$ cat src/rtl/serial_add_ctrl.sv
// Bit-serial adder controller: one shared NAND-only full adder walks the
// operands LSB-first, one bit per clock, behind valid/ready handshakes.

// Two-input NAND, the only gate used in the shared full adder.
module sheffer (
  input  logic x_i,
  input  logic y_i,
  output logic z_o
);
  assign z_o = ~(x_i & y_i);
endmodule

module serial_add_ctrl #(
  parameter int WIDTH = 8
) (
  input  logic             clk,
  input  logic             rst_n,
  input  logic             in_valid,
  output logic             in_ready,
  input  logic [WIDTH-1:0] a,
  input  logic [WIDTH-1:0] b,
  input  logic             cin,
  output logic             out_valid,
  input  logic             out_ready,
  output logic [WIDTH-1:0] sum,
  output logic             cout,
  output logic             busy
);
  localparam int CW = (WIDTH > 1) ? $clog2(WIDTH) : 1;
  localparam logic [CW-1:0] LAST = CW'(WIDTH - 1);

  typedef enum logic [1:0] {IDLE, RUN, DONE} state_t;

  state_t           state_q;
  logic [WIDTH-1:0] a_q, b_q, sum_q, sum_d;
  logic             carry_q, cout_q;
  logic [CW-1:0]    cnt_q;
  logic             in_ready_q, out_valid_q, busy_q;

  // Shared full adder: x/y are the operand LSBs, c is the running carry.
  logic n1, n2, n3, p, n5, n6, n7, s, co;
  sheffer u_n1 (.x_i(a_q[0]), .y_i(b_q[0]),  .z_o(n1));
  sheffer u_n2 (.x_i(a_q[0]), .y_i(n1),      .z_o(n2));
  sheffer u_n3 (.x_i(b_q[0]), .y_i(n1),      .z_o(n3));
  sheffer u_p  (.x_i(n2),     .y_i(n3),      .z_o(p));
  sheffer u_n5 (.x_i(p),      .y_i(carry_q), .z_o(n5));
  sheffer u_n6 (.x_i(p),      .y_i(n5),      .z_o(n6));
  sheffer u_n7 (.x_i(carry_q),.y_i(n5),      .z_o(n7));
  sheffer u_s  (.x_i(n6),     .y_i(n7),      .z_o(s));
  sheffer u_co (.x_i(n1),     .y_i(n5),      .z_o(co));

  // Sum shifts right with the new bit entering at the MSB (works for WIDTH=1).
  always_comb begin
    sum_d = sum_q >> 1;
    sum_d[WIDTH-1] = s;
  end

  // Controller FSM; handshake/status outputs are registered alongside state.
  always_ff @(posedge clk or negedge rst_n) begin
    if (!rst_n) begin
      state_q     <= IDLE;
      a_q         <= '0;
      b_q         <= '0;
      sum_q       <= '0;
      carry_q     <= 1'b0;
      cout_q      <= 1'b0;
      cnt_q       <= '0;
      in_ready_q  <= 1'b1;
      out_valid_q <= 1'b0;
      busy_q      <= 1'b0;
    end else begin
      unique case (state_q)
        IDLE: begin
          if (in_valid) begin
            a_q        <= a;
            b_q        <= b;
            carry_q    <= cin;
            cnt_q      <= '0;
            state_q    <= RUN;
            in_ready_q <= 1'b0;
            busy_q     <= 1'b1;
          end
        end
        RUN: begin
          sum_q   <= sum_d;
          a_q     <= a_q >> 1;
          b_q     <= b_q >> 1;
          carry_q <= co;
          cnt_q   <= cnt_q + 1'b1;
          if (cnt_q == LAST) begin
            cout_q      <= co;
            state_q     <= DONE;
            out_valid_q <= 1'b1;
          end
        end
        DONE: begin
          // Result held until consumed; new input only once back in IDLE.
          if (out_ready) begin
            state_q     <= IDLE;
            out_valid_q <= 1'b0;
            busy_q      <= 1'b0;
            in_ready_q  <= 1'b1;
          end
        end
        default: state_q <= IDLE;
      endcase
    end
  end

  assign in_ready  = in_ready_q;
  assign out_valid = out_valid_q;
  assign busy      = busy_q;
  assign sum       = sum_q;
  assign cout      = cout_q;
endmodule
$ cat config.mk
export PLATFORM = sky130hd
export DESIGN_NAME = serial_add_ctrl
export DESIGN_NICKNAME = d
export VERILOG_FILES = /design/src/rtl/serial_add_ctrl.sv
export SDC_FILE = /design/constraint.sdc
export NUM_CORES = 1
export LEC_CHECK = 0
export CORE_AREA = 2 2 69 71
export CTS_CLUSTER_DIAMETER = 40
export DETAILED_ROUTE_END_ITERATION = 10
export DIE_AREA = 0 0 71 73
export DONT_BUFFER_PORTS = 1
export GPL_TIMING_DRIVEN = 0
export PLACE_DENSITY = 0.5
export SYNTH_ARGS = -nofsm -noshare
export SYNTH_HDL_FRONTEND = slang
export SYNTH_SLANG_ARGS = --single-unit
$ cat constraint.sdc
create_clock -name clk -period 3 [get_ports clk]
set_input_delay 0.75 -clock clk [delete_from_list [all_inputs] [get_ports clk]]
set_output_delay 0.75 -clock clk [all_outputs]
set_load 0.005 [all_outputs]
**After elaboration in Yosys (flattened, before gate mapping)**

Cells that the tools add are included.

- Flip-flop bits (word level): 34
- Output and inout port bits: 12

- Bitwise gates (word level): 18
- Reductions and logical operators: 9
- Add/subtract/negate cells: 1
- Equal/unequal tests: 6
- Muxes and demuxes: 20

Operators with widths:

| operator | count |
|---|---|
| $pmux 8 s2 | 2 |
| $mux 8 | 2 |
| $and 1x1->1 | 9 |
| $not 1->1 | 9 |
| $reduce_and 3->1 | 3 |
| $pmux 1 s2 | 4 |
| $mux 1 | 6 |
| $mux 2 | 3 |
| $ne 2x2->1 const B | 3 |
| $pmux 2 s3 | 1 |
| $pmux 3 s2 | 1 |
| $reduce_bool 2->1 | 3 |
| $reduce_and 2->1 | 2 |
| $add 3x1->3 const B | 1 |
| $eq 3x3->1 const B | 1 |
| $mux 3 | 1 |
| $eq 2x1->1 const B | 1 |
| $eq 2x2->1 const B | 1 |
| $logic_not 2->1 | 1 |

**Logic depth before layout (Yosys ltp)**

Gate-level depths: netlist of the first run.

- Word-level depth: 12
- Depth in mapped cells: 5

**Hierarchy**

A second synthesis of the first run with hierarchy kept.

- Cell total of the unflattened synthesis: 144
- Area total of the unflattened synthesis: 1490.2 um^2

By module, submodules not included:

| module | cells an instance | area an instance (um^2) | instances |
|---|---|---|---|
| serial_add_ctrl | 135 | 1456.4 | 1 |
| sheffer | 1 | 3.8 | 9 |

**Worst setup path before layout of the first run**

No wires, ideal clock.

- Path kind: input -> register
- Start: in in_valid
- End: reg a_q[0]
- Arrival time: 1.297 ns
- Path slack: 1.580 ns
- Path buffers: 2
- Cell stages on the path: 4
- Library setup time: 0.123 ns
- Path through: buf_4 buf_4 o22ai_1 a21oi_2

- Cells in the longest elaborated chain, start to end: 2

Ends and longest elaborated chain:

| element | RTL line | RTL |
|---|---|---|
| start: declaration | 18 | `input logic in_valid,` |
| $ne 2x2->1 (no line) | -- |  |
| $reduce_and 2->1 (no line) | -- |  |
| end signal: assignment | 86 | `a_q <= a_q >> 1;` |
| end: declaration | 35 | `logic [WIDTH-1:0] a_q, b_q, sum_q, sum_d;` |

Every way passes these cells.
A chain may end at the register's enable or synchronous reset.

**Final worst setup path of the first run**

- Start: reg in_ready_q (netlist: in_ready)
- End: out in_ready

RTL lines:

| element | RTL line | RTL |
|---|---|---|
| start: declaration | 38 | `logic in_ready_q, out_valid_q, busy_q;` |
| start signal: assignment | 68 | `in_ready_q <= 1'b1;` |
| start signal: assignment | 80 | `in_ready_q <= 1'b0;` |
| start signal: assignment | 102 | `in_ready_q <= 1'b1;` |
| end: declaration | 19 | `output logic in_ready,` |

No word-level cell between the ends.

==> impl_metrics.json, run 1 <==
{
  "fin_area_sq_um": 1839,
  "status": "completed",
  "route.vias.total": 1200,
  "ys_seq_area_frac": 0.5026,
  "final_common_cell": "dfrtp_1",
  "drv_cap": 0,
  "grt_overflow": 0,
  "syn_area_sq_um": 1695,
  "postSynthCellCount": 154,
  "yosys_warnings": 0,
  "drt_pass1_iterations": 4,
  "worst-setup-path-type": "reg -> out",
  "grt_pass1_vias": 1244,
  "die_x_um": 71,
  "grt_pass1_wl_um": 6003,
  "die_area_sq_um": 5183,
  "clk_latency_ns": 0.29,
  "setup_tns_ns": 0,
  "worst_slew_pin_slew_ns": 0.3117,
  "relSlewSlack": 0.7893,
  "avgSynthCellArea_sq_um": 11.01,
  "p_leak_nw": 0.7698,
  "antenna_found_initial": 0,
  "wl_per_cell_um": 17.12,
  "ctsResizeCount": 0,
  "ff_latch_area_sq_um": 852.1,
  "antenna_left": 0,
  "vias_per_cell": 5.581,
  "n_antenna_cell": 0,
  "postCtsHoldBufs": 0,
  "slew_violations": 0,
  "setup_violations": 0,
  "peakVddDrop_mv": 0.4027,
  "numClockSinks": 34,
  "layout_common_cells": "dfrtp_1, nand2_1, o22ai_1",
  "gp_congestion": 0.7185,
  "period_needed_ns": 1.580,
  "grtUsageTotal": 0.1507,
  "rows": 25,
  "nNetsFinal": 185,
  "rsz0062_at_grt": "false",
  "grt_start_max_net_pins": 35,
  "synthToLayoutAreaGrowth_pct": 8.487,
  "cp_data_required_time_ns": 2.25,
  "cts_inserted_buffers": 5,
  "final_core_util": 0.4055,
  "post-route-period-util": 0.5268,
  "coreArea_sq_um": 4536,
  "finClkSkew_ns": 0.006316,
  "synth_cell_type_count": 30,
  "p_per_area_nw_per_um2": 1058,
  "holdCritPathClass": "in -> async",
  "numPortBuffers": 0,
  "start_util": 0.3738,
  "ios": 33,
  "fmax_mhz": 632.7,
  "cts_tree": "done",
  "die_y_um": 73,
  "fill_cells": 453,
  "hold_violations": 0,
  "clk_pin_slew_ns": 0.07,
  "post_route_cells_drive_above_1_share": 0.2733,
  "whs_ns": 0.1529,
  "clock_path_buffers": 2,
  "syn-num-nets": 178,
  "worstSetupStartpointType": "register",
  "multiInputGateArea_sq_um": 714.4,
  "placed_cell_area_sq_um": 1763,
  "endpoint_kind": "output port",
  "worstPathMaxFanout": 3,
  "drt_iter0_markers": 46,
  "place_hpwl_um": 2526,
  "arrival_ns": 0.83,
  "post_cts_buffers": 0,
  "p_total_mw": 1.946,
  "synth_seq_cells": 34,
  "htreeDepth": 2,
  "drc": 0,
  "drt_wl_total_um": 3681,
  "root_buffer": "clkbuf_8"
}
## stage by stage
stage / std cells / setup slack (ns)
2_1_floorplan: 154 / 1.580
3_3_place_gp: 208 / 1.510
3_5_place_dp: 208 / 1.493
4_1_cts: 215 / 1.408
5_1_grt: 215 / 1.394
6_report: 215 / 1.420
## registers in the layout (all words and copies together), names as in the netlist
signal,cells
cnt_q,3
busy,1
b_q,8
out_valid,1
state_q,2
a_q,8
in_ready,1
carry_q,1
cout,1
sum,8
## logic make-up after synthesis
kind of cell,Yosys count,share of synthesized area
AOI/OAI and AO/OA,60,0.2708
adders and majority gates,3,0.02657
buffers and inverters,14,0.07601
DFF,34,0.5026
muxes,1,0.008853
and+or+nand+nor,42,0.1151
## worst reg2reg max path: cells and delay by family (launching register included)
family | cells | cell delay (ns)
DFF | 1 | 0.40
muxes | 1 | 0.30
adders and majority gates | 2 | 0.42
and+or+nand+nor | 1 | 0.12
## layer usage
metal	vias to the layer above	routed length, um	track usage
met2	30	1845	0.2440
met4	0	61	0.06918
met5	-	0	0
met3	7	196	0.04834
li1	568	-	-
met1	595	1577	0.1838
## synth_stat cells, drive strengths merged
cell type,count,share of area
a21oi,21,0.084
a22o,2,0.010
and2b,1,0.0044
buf,11,0.068
dfrtp,33,0.49
dfstp,1,0.016
fa,1,0.012
ha,2,0.015
inv,3,0.0081
mux2,1,0.0089
nand2,29,0.066
nand2b,4,0.019
nor2,4,0.0089
nor2b,1,0.0052
nor3,1,0.0029
nor4b,1,0.0052
o21ai,8,0.024
o22ai,28,0.14
o31ai,1,0.013
or2,1,0.0037
## layout make-up
type                            count  area share
Buffer                             11     0.06258
Sequential cell                    34      0.4633
Inverter                            3    0.007483
Multi-Input combinational cell    106      0.3884
Clock buffer                        7     0.04150
Tap cell                           54     0.03673
## final timing paths
| check | start | slack, ns | cells past startpoint | to |
|---|---|---|---|---|
| setup / recovery | in_ready | 1.42 | 0 | in_ready |
| hold / removal | rst_n | 0.15 | 0 | sum[5] |
| setup reg to reg | cnt_q[0] | 1.64 | 4 | cout |
| hold reg to reg | cnt_q[0] | 0.49 | 1 | cnt_q[0] |
| max in group asynchronous | rst_n | 2.67 | 0 | in_ready |
| min in group clk | cnt_q[0] | 0.49 | 1 | cnt_q[0] |
## power breakdown
part	switching (mW)	internal, mW	total (mW)
clock network	0.157	0.160	0.317
registers	0.184	0.658	0.842
logic	0.404	0.383	0.787
Power figures use the tool's default switching activity.
==> inputs of run 2 (changes only) <==
--- a/config.mk
+++ b/config.mk
@@ -5,10 +5,11 @@
 export SDC_FILE = /design/constraint.sdc
 export NUM_CORES = 1
 export LEC_CHECK = 0
-export CORE_AREA = 2 2 69 71
+export ABC_AREA = 1
+export CORE_AREA = 2 2 67 69
 export CTS_CLUSTER_DIAMETER = 40
 export DETAILED_ROUTE_END_ITERATION = 10
-export DIE_AREA = 0 0 71 73
+export DIE_AREA = 0 0 69 71
 export DONT_BUFFER_PORTS = 1
 export GPL_TIMING_DRIVEN = 0
 export PLACE_DENSITY = 0.5
==> constraint.sdc (replaced) <==
create_clock -name clk -period 1.6 [get_ports clk]
set_input_delay 0.4 -clock clk [delete_from_list [all_inputs] [get_ports clk]]
set_output_delay 0.4 -clock clk [all_outputs]
set_load 0.005 [all_outputs]
==> run 2 against run 1 <==
Net effect:
- sequential share of layout area is 0.77 points higher
- critical endpoint is now b_q[6]
- power is 81% higher
- final cell count is 25% higher
- design area is 1.6% lower
- sequential power is 78% higher
==> impl_metrics.json, run 2 <==
{
  "final_core_util": 0.4304,
  "ys_seq_area_frac": 0.5222,
  "setup_violations": 0,
  "drt_wl_total_um": 3425,
  "synthTopCellsByArea": "dfrtp_1, nand2_1, nand3_1",
  "switchingPower_mw": 1.439,
  "fin_area_sq_um": 1809,
  "worst-setup-path-type": "reg -> reg",
  "grtUsageTotal": 0.1554,
  "synth_seq_cells": 34,
  "die_area_sq_um": 4899,
  "holdPathEnd": "state_q[1]",
  "instances_no_fill": 268,
  "slew_violations": 0,
  "reg2reg_to": "b_q[6]",
  "syn-num-nets": 230,
  "syn_area_sq_um": 1632,
  "grt_start_max_net_pins": 35,
  "clk_latency_ns": 0.28,
  "yosys_warnings": 0,
  "drv_cap": 0,
  "min-delay-start": "out_ready",
  "rows": 24,
  "wl_per_cell_um": 12.78,
  "post-route-period-util": 0.7964,
  "r2r-start": "state_q[0]",
  "route.vias.total": 1287,
  "cts_inserted_buffers": 5,
  "synth_most_common_cell": "nand2_1",
  "die_x_um": 69,
  "worstSetupStartpointType": "register",
  "p_leak_nw": 1.016,
  "rsz0062_at_grt": "false",
  "synth_cell_type_count": 20,
  "n_antenna_cell": 0,
  "sw_frac_of_total": 0.4079,
  "placed_cell_area_sq_um": 1697,
  "holdCritPathClass": "in -> reg",
  "synthToLayoutAreaGrowth_pct": 10.89,
  "grt_pass1_wl_um": 5982,
  "vias_per_cell": 4.802,
  "coreArea_sq_um": 4204,
  "cts_tree": "done",
  "cp_data_required_time_ns": 1.78,
  "internal_power_mw": 2.089,
  "layout_common_cells": "nand2_1, inv_1, nand3_1, dfrtp_1, o21ai_0",
  "numClockSinks": 34,
  "synth_area_leader_cell": "dfrtp_1",
  "die_y_um": 71,
  "final_common_cell": "nand2_1",
  "p_comb_frac": 0.402,
  "numPortBuffers": 0,
  "worstPathMaxFanout": 10,
  "clk_pin_slew_ns": 0.07,
  "holdPathStages": 1,
  "clock_path_buffers": 2,
  "drt_iter0_markers": 79,
  "grt_overflow": 0,
  "root_buffer": "clkbuf_8",
  "antenna_left": 0,
  "p_clk_frac": 0.172,
  "grt_pass1_vias": 1270,
  "place_hpwl_um": 2373,
  "finClkSkew_ns": 0.003653,
  "pre_cts_slack_ns": 0.3031,
  "drc": 0,
  "postSynthCellCount": 206,
  "place_inst": 258,
  "gp_congestion": 0.7186,
  "fill_cells": 442,
  "ys.flop_type": "dfrtp_1",
  "seqPwrFrac": 0.426,
  "relSlewSlack": 0.6705,
  "setup_tns_ns": 0,
  "fmax_mhz": 784.8,
  "htreeDepth": 2,
  "hold_violations": 0,
  "start_util": 0.3881,
  "p_per_area_nw_per_um2": 1950,
  "worst_slack_ns": 0.3258,
  "nNetsFinal": 239,
  "endpoint_kind": "register",
  "avgSynthCellArea_sq_um": 7.920,
  "peakVddDrop_mv": 0.6810,
  "synthTopCellsByCount": "nand2_1, inv_1, dfrtp_1, nand3_1, o21ai_0",
  "period_needed_ns": 1.274,
  "ys_async_sr_fraction": 1.000,
  "p_total_mw": 3.528,
  "drt_pass1_iterations": 4,
  "worst_slew_pin_slew_ns": 0.4943,
  "post_cts_buffers": 0,
  "whs_ns": 0.2109,
  "yosys.area.top_type_share": 0.5061,
  "post_route_cells_drive_above_1_share": 0.1019,
  "antenna_found_initial": 0,
  "synth_edf_count": 0,
  "r2r_setup_slack_ns": 0.33,
  "ios": 33,
  "status": "completed",
  "r2r_cells": 5,
  "arrival_ns": 1.45
}
-- run 2: cell count changes in the layout (fill, tap and decap cells not counted), sizes merged, moves of 2 or more --
| cell | previous run | this run |
|---|---|---|
| nand2 | 29 | 74 |
| inv | 3 | 38 |
| nand3 | 0 | 33 |
| o22ai | 28 | 0 |
| a21oi | 21 | 1 |
| nand2b | 4 | 0 |
| a22o | 2 | 0 |
| buf | 11 | 9 |
| clkinv | 0 | 2 |
| o21ai | 8 | 10 |
-- run 2: cell type report --
cell class	instances	area [sq um]	share of cell area
sequential	34	852.1	0.4710
multi-input combinational	125	581.8	0.3216
inverter	38	142.6	0.07884
clock buffer	6	72.57	0.04011
tap	52	65.06	0.03596
buffer	9	55.05	0.03043
timing repair buffer	2	30.03	0.01660
clock inverter	2	10.01	0.005532
-- run 2: worst max path at each step --
stage,from,endpoint,slack [ns],cells after the start
final,state_q[0],b_q[6],0.33,5
after global routing,state_q[0],b_q[1],0.19,5
after CTS,state_q[0],b_q[6],0.29,5
after detailed placement,state_q[0],b_q[6],0.30,5
after global placement,state_q[0],b_q[6],0.26,5
after floorplan,carry_q,carry_q,0.48,5
-- run 2: layer usage --
layer / GRT usage / up-vias / part of all wire
met5: 0 / - / 0
met4: 0.06100 / 0 / 0.017
met3: 0.05128 / 7 / 0.044
met2: 0.2479 / 35 / 0.47
met1: 0.1967 / 602 / 0.47
li1: - / 643 / -
-- run 2: worst max-delay path, cell delays in order (launching register included) --
cell,delay (ns)
dfrtp_1,0.32
buf_4,0.16
clkbuf_1,0.41
nand2_1,0.13
nand3_1,0.10
nand2_1,0.05
-- run 2: cells by family (layout without fill, tap and decap cells) --
group,after synthesis,after routing,share of synthesized area
AO/OA/AOI/OAI,12,12,0.03834
AND/OR/NAND/NOR,110,110,0.2907
flip-flops,34,34,0.5222
buffers and inverters,47,57,0.1212
adder cells (fa/ha/maj),3,3,0.02761
-- run 2: timing repair --
| action | 4_1_cts | 5_1_grt |
|---|---|---|
| hold buffers | 2 | 0 |
| gates resized for setup | 0 | 0 |
| hold endpoints to repair | 34 | 0 |
-- run 2: power by group through the flow --
stage,combinational (mW),sequential (mW),clock [mW]
after floorplan,1.11,1.46,0
after global placement,1.37,1.51,0
after detailed placement,1.42,1.52,0
after CTS,1.45,1.51,0.641
after global routing,1.67,1.55,0.688
final,1.42,1.50,0.606
==> inputs of run 3 (changes only) <==
--- a/config.mk
+++ b/config.mk
@@ -12,7 +12,7 @@
 export DIE_AREA = 0 0 69 71
 export DONT_BUFFER_PORTS = 1
 export GPL_TIMING_DRIVEN = 0
-export PLACE_DENSITY = 0.5
+export PLACE_DENSITY = 0.52
 export SYNTH_ARGS = -nofsm -noshare
 export SYNTH_HDL_FRONTEND = slang
 export SYNTH_SLANG_ARGS = --single-unit
==> constraint.sdc (replaced) <==
create_clock -name clk -period 1.09 [get_ports clk]
set_input_delay 0.2725 -clock clk [delete_from_list [all_inputs] [get_ports clk]]
set_output_delay 0.2725 -clock clk [all_outputs]
set_load 0.005 [all_outputs]
==> run 3 against run 2 <==
Net effect:
- the run now ends with hold timing, setup timing left
- sequential share of layout area fell by 8.7 points
- first-iteration DRC count rose by 19%
- core utilization increased by 9.7 points
- register-to-register slack worse by 0.36 ns
- die area did not move
- critical endpoint is now carry_q
- largest cell class unchanged
- critical path type unchanged
- worst setup slack lost 0.36 ns
- clock power is 59% higher
- non-clock buffer count is 11 higher
- count of clock-buffer cells in the layout is 1 higher
- final cell count rose by 4.1%
- power grew 87%
==> impl_metrics.json, run 3 (synthesis gave the netlist of run 2 again) <==
{
  "endpoint_kind": "register",
  "die_y_um": 71,
  "route.vias.total": 1381,
  "htreeDepth": 2,
  "antenna_found_initial": 0,
  "switchingPower_mw": 2.624,
  "nNetsFinal": 250,
  "relSlewSlack": 0.8946,
  "rsz0062_at_grt": "true",
  "root_buffer": "clkbuf_8",
  "clk_latency_ns": 0.29,
  "internal_power_mw": 3.985,
  "drc": 0,
  "p_per_area_nw_per_um2": 2979,
  "clk_pin_slew_ns": 0.07,
  "antenna_left": 0,
  "worst-setup-path-type": "reg -> reg",
  "p_clk_frac": 0.146,
  "p_leak_nw": 1.178,
  "fmax_mhz": 890.8,
  "drt_iter0_markers": 94,
  "sw_frac_of_total": 0.3970,
  "cts_inserted_buffers": 5,
  "final_common_cell": "nand2_1",
  "violations": "hold timing, setup timing",
  "start_util": 0.3881,
  "seqPwrFrac": 0.340,
  "numClockSinks": 34,
  "worst_slack_ns": -0.03258,
  "post-route-period-util": 1.030,
  "setup_violations": 13,
  "grt_overflow": 0,
  "die_x_um": 69,
  "die_area_sq_um": 4899,
  "p_total_mw": 6.609,
  "synthToLayoutAreaGrowth_pct": 35.97,
  "ios": 33,
  "finClkSkew_ns": 0.002293,
  "gp_congestion": 0.7599,
  "grtUsageTotal": 0.1608,
  "coreArea_sq_um": 4204,
  "p_comb_frac": 0.515,
  "cts_tree": "done",
  "vias_per_cell": 4.950,
  "peakVddDrop_mv": 1.267,
  "status": "complete, but fails checks",
  "numPortBuffers": 0,
  "cpPeakStageDelay_ns": 0.40,
  "arrival_ns": 1.31,
  "wl_per_cell_um": 13.89,
  "crit_top_cell": "nand2_1",
  "n_antenna_cell": 0,
  "crit_path_top_delay_cell": "dfrtp_1",
  "worst_slew_pin_slew_ns": 0.1571,
  "whs_ns": -0.3278,
  "drv_cap": 0,
  "crit_buf_inv": 1,
  "path_cells": "fa_2 -> inv_2 -> nand2_1 -> nand3_1 -> nand2_1",
  "crit_family": "flip-flops",
  "pre_cts_slack_ns": -0.2277,
  "drt_wl_total_um": 3874,
  "post_route_cells_drive_above_1_share": 0.3260,
  "worstSetupStartpointType": "register",
  "slew_violations": 0,
  "hold_violations": 34,
  "place_hpwl_um": 2400,
  "period_needed_ns": 1.123,
  "grt_start_max_net_pins": 35,
  "worstPathMaxFanout": 2,
  "cp_data_required_time_ns": 1.27,
  "holdCritPathClass": "in -> async",
  "rows": 24,
  "grt_pass1_wl_um": 6210,
  "drt_pass1_iterations": 4,
  "grt_pass1_vias": 1333,
  "layout_common_cells": "nand2_1, inv_1, dfrtp_1",
  "clock_path_buffers": 2
}
==> run 3: metrics by stage <==
step	instances	hold WS (ns)	TNS (ns)	util	area (sq um)
6_report	279	-0.3278	-0.1925	0.5277	2218
5_1_grt	279	-0.3402	-1.204	0.5277	2218
4_1_cts	270	-0.3312	-0.09278	0.4509	1896
3_5_place_dp	258	-0.02217	-2.398	0.4042	1699
3_3_place_gp	258	-0.02221	-2.227	0.4042	1699
2_1_floorplan	206	-0.02309	0	-	1634
==> run 3: repair_timing <==
item | CTS | global route
buffers inserted | 4 | 6
gates cloned | 0 | 3
gates resized for setup | 21 | 52
endpoints found under the setup margin | 31 | 35
hold endpoints to repair | 34 | 34
pin swaps | 3 | 13
==> run 3: worst reg2reg max path: stages, from the launching register on <==
cell     delay, ns
dfrtp_1       0.40
fa_2          0.39
inv_2         0.07
nand2_1       0.04
nand3_1       0.07
nand2_1       0.05
==> run 3: cell type report <==
type	count	area, sq um
fillers	403	1986
flip-flops and latches	34	852.1
multi-input cells	125	778.2
repair buffers	13	170.2
inverters	38	145.1
plain buffers	9	116.4
clock buffers	7	86.33
well taps	52	65.06
clock inverters	1	5.005
==> run 3: power by group through the flow <==
stage / Clock, mW / Sequential [mW] / Combinational (mW)
finish: 0.962 / 2.25 / 3.40
global placement: 0 / 2.23 / 2.01
global route: 1.04 / 2.32 / 3.81
detailed placement: 0 / 2.25 / 2.07
CTS: 0.982 / 2.23 / 2.42
floorplan: 0 / 2.15 / 1.63
==> run 3: per-layer routing <==
| metal | global-route usage | wire length (um) | up-vias |
|---|---|---|---|
| li1 | - | - | 667 |
| met5 | 0 | 0 | - |
| met2 | 0.2618 | 1998 | 32 |
| met1 | 0.1964 | 1660 | 676 |
| met4 | 0.08932 | 57 | 0 |
| met3 | 0.03989 | 157 | 6 |
==> run 3: worst paths after layout <==
| path | end | cells after the start | start | slack [ns] |
|---|---|---|---|---|
| worst max register to register | carry_q | 5 | carry_q | -0.03 |
| worst min-delay path | out_valid | 0 | rst_n | -0.33 |
| worst max-delay path | carry_q | 5 | carry_q | -0.03 |
| min in group clk | state_q[1] | 1 | out_ready | 0.06 |
| worst min register to register | a_q[4] | 2 | a_q[4] | 0.51 |
| max in group asynchronous | in_ready | 0 | rst_n | 1.25 |
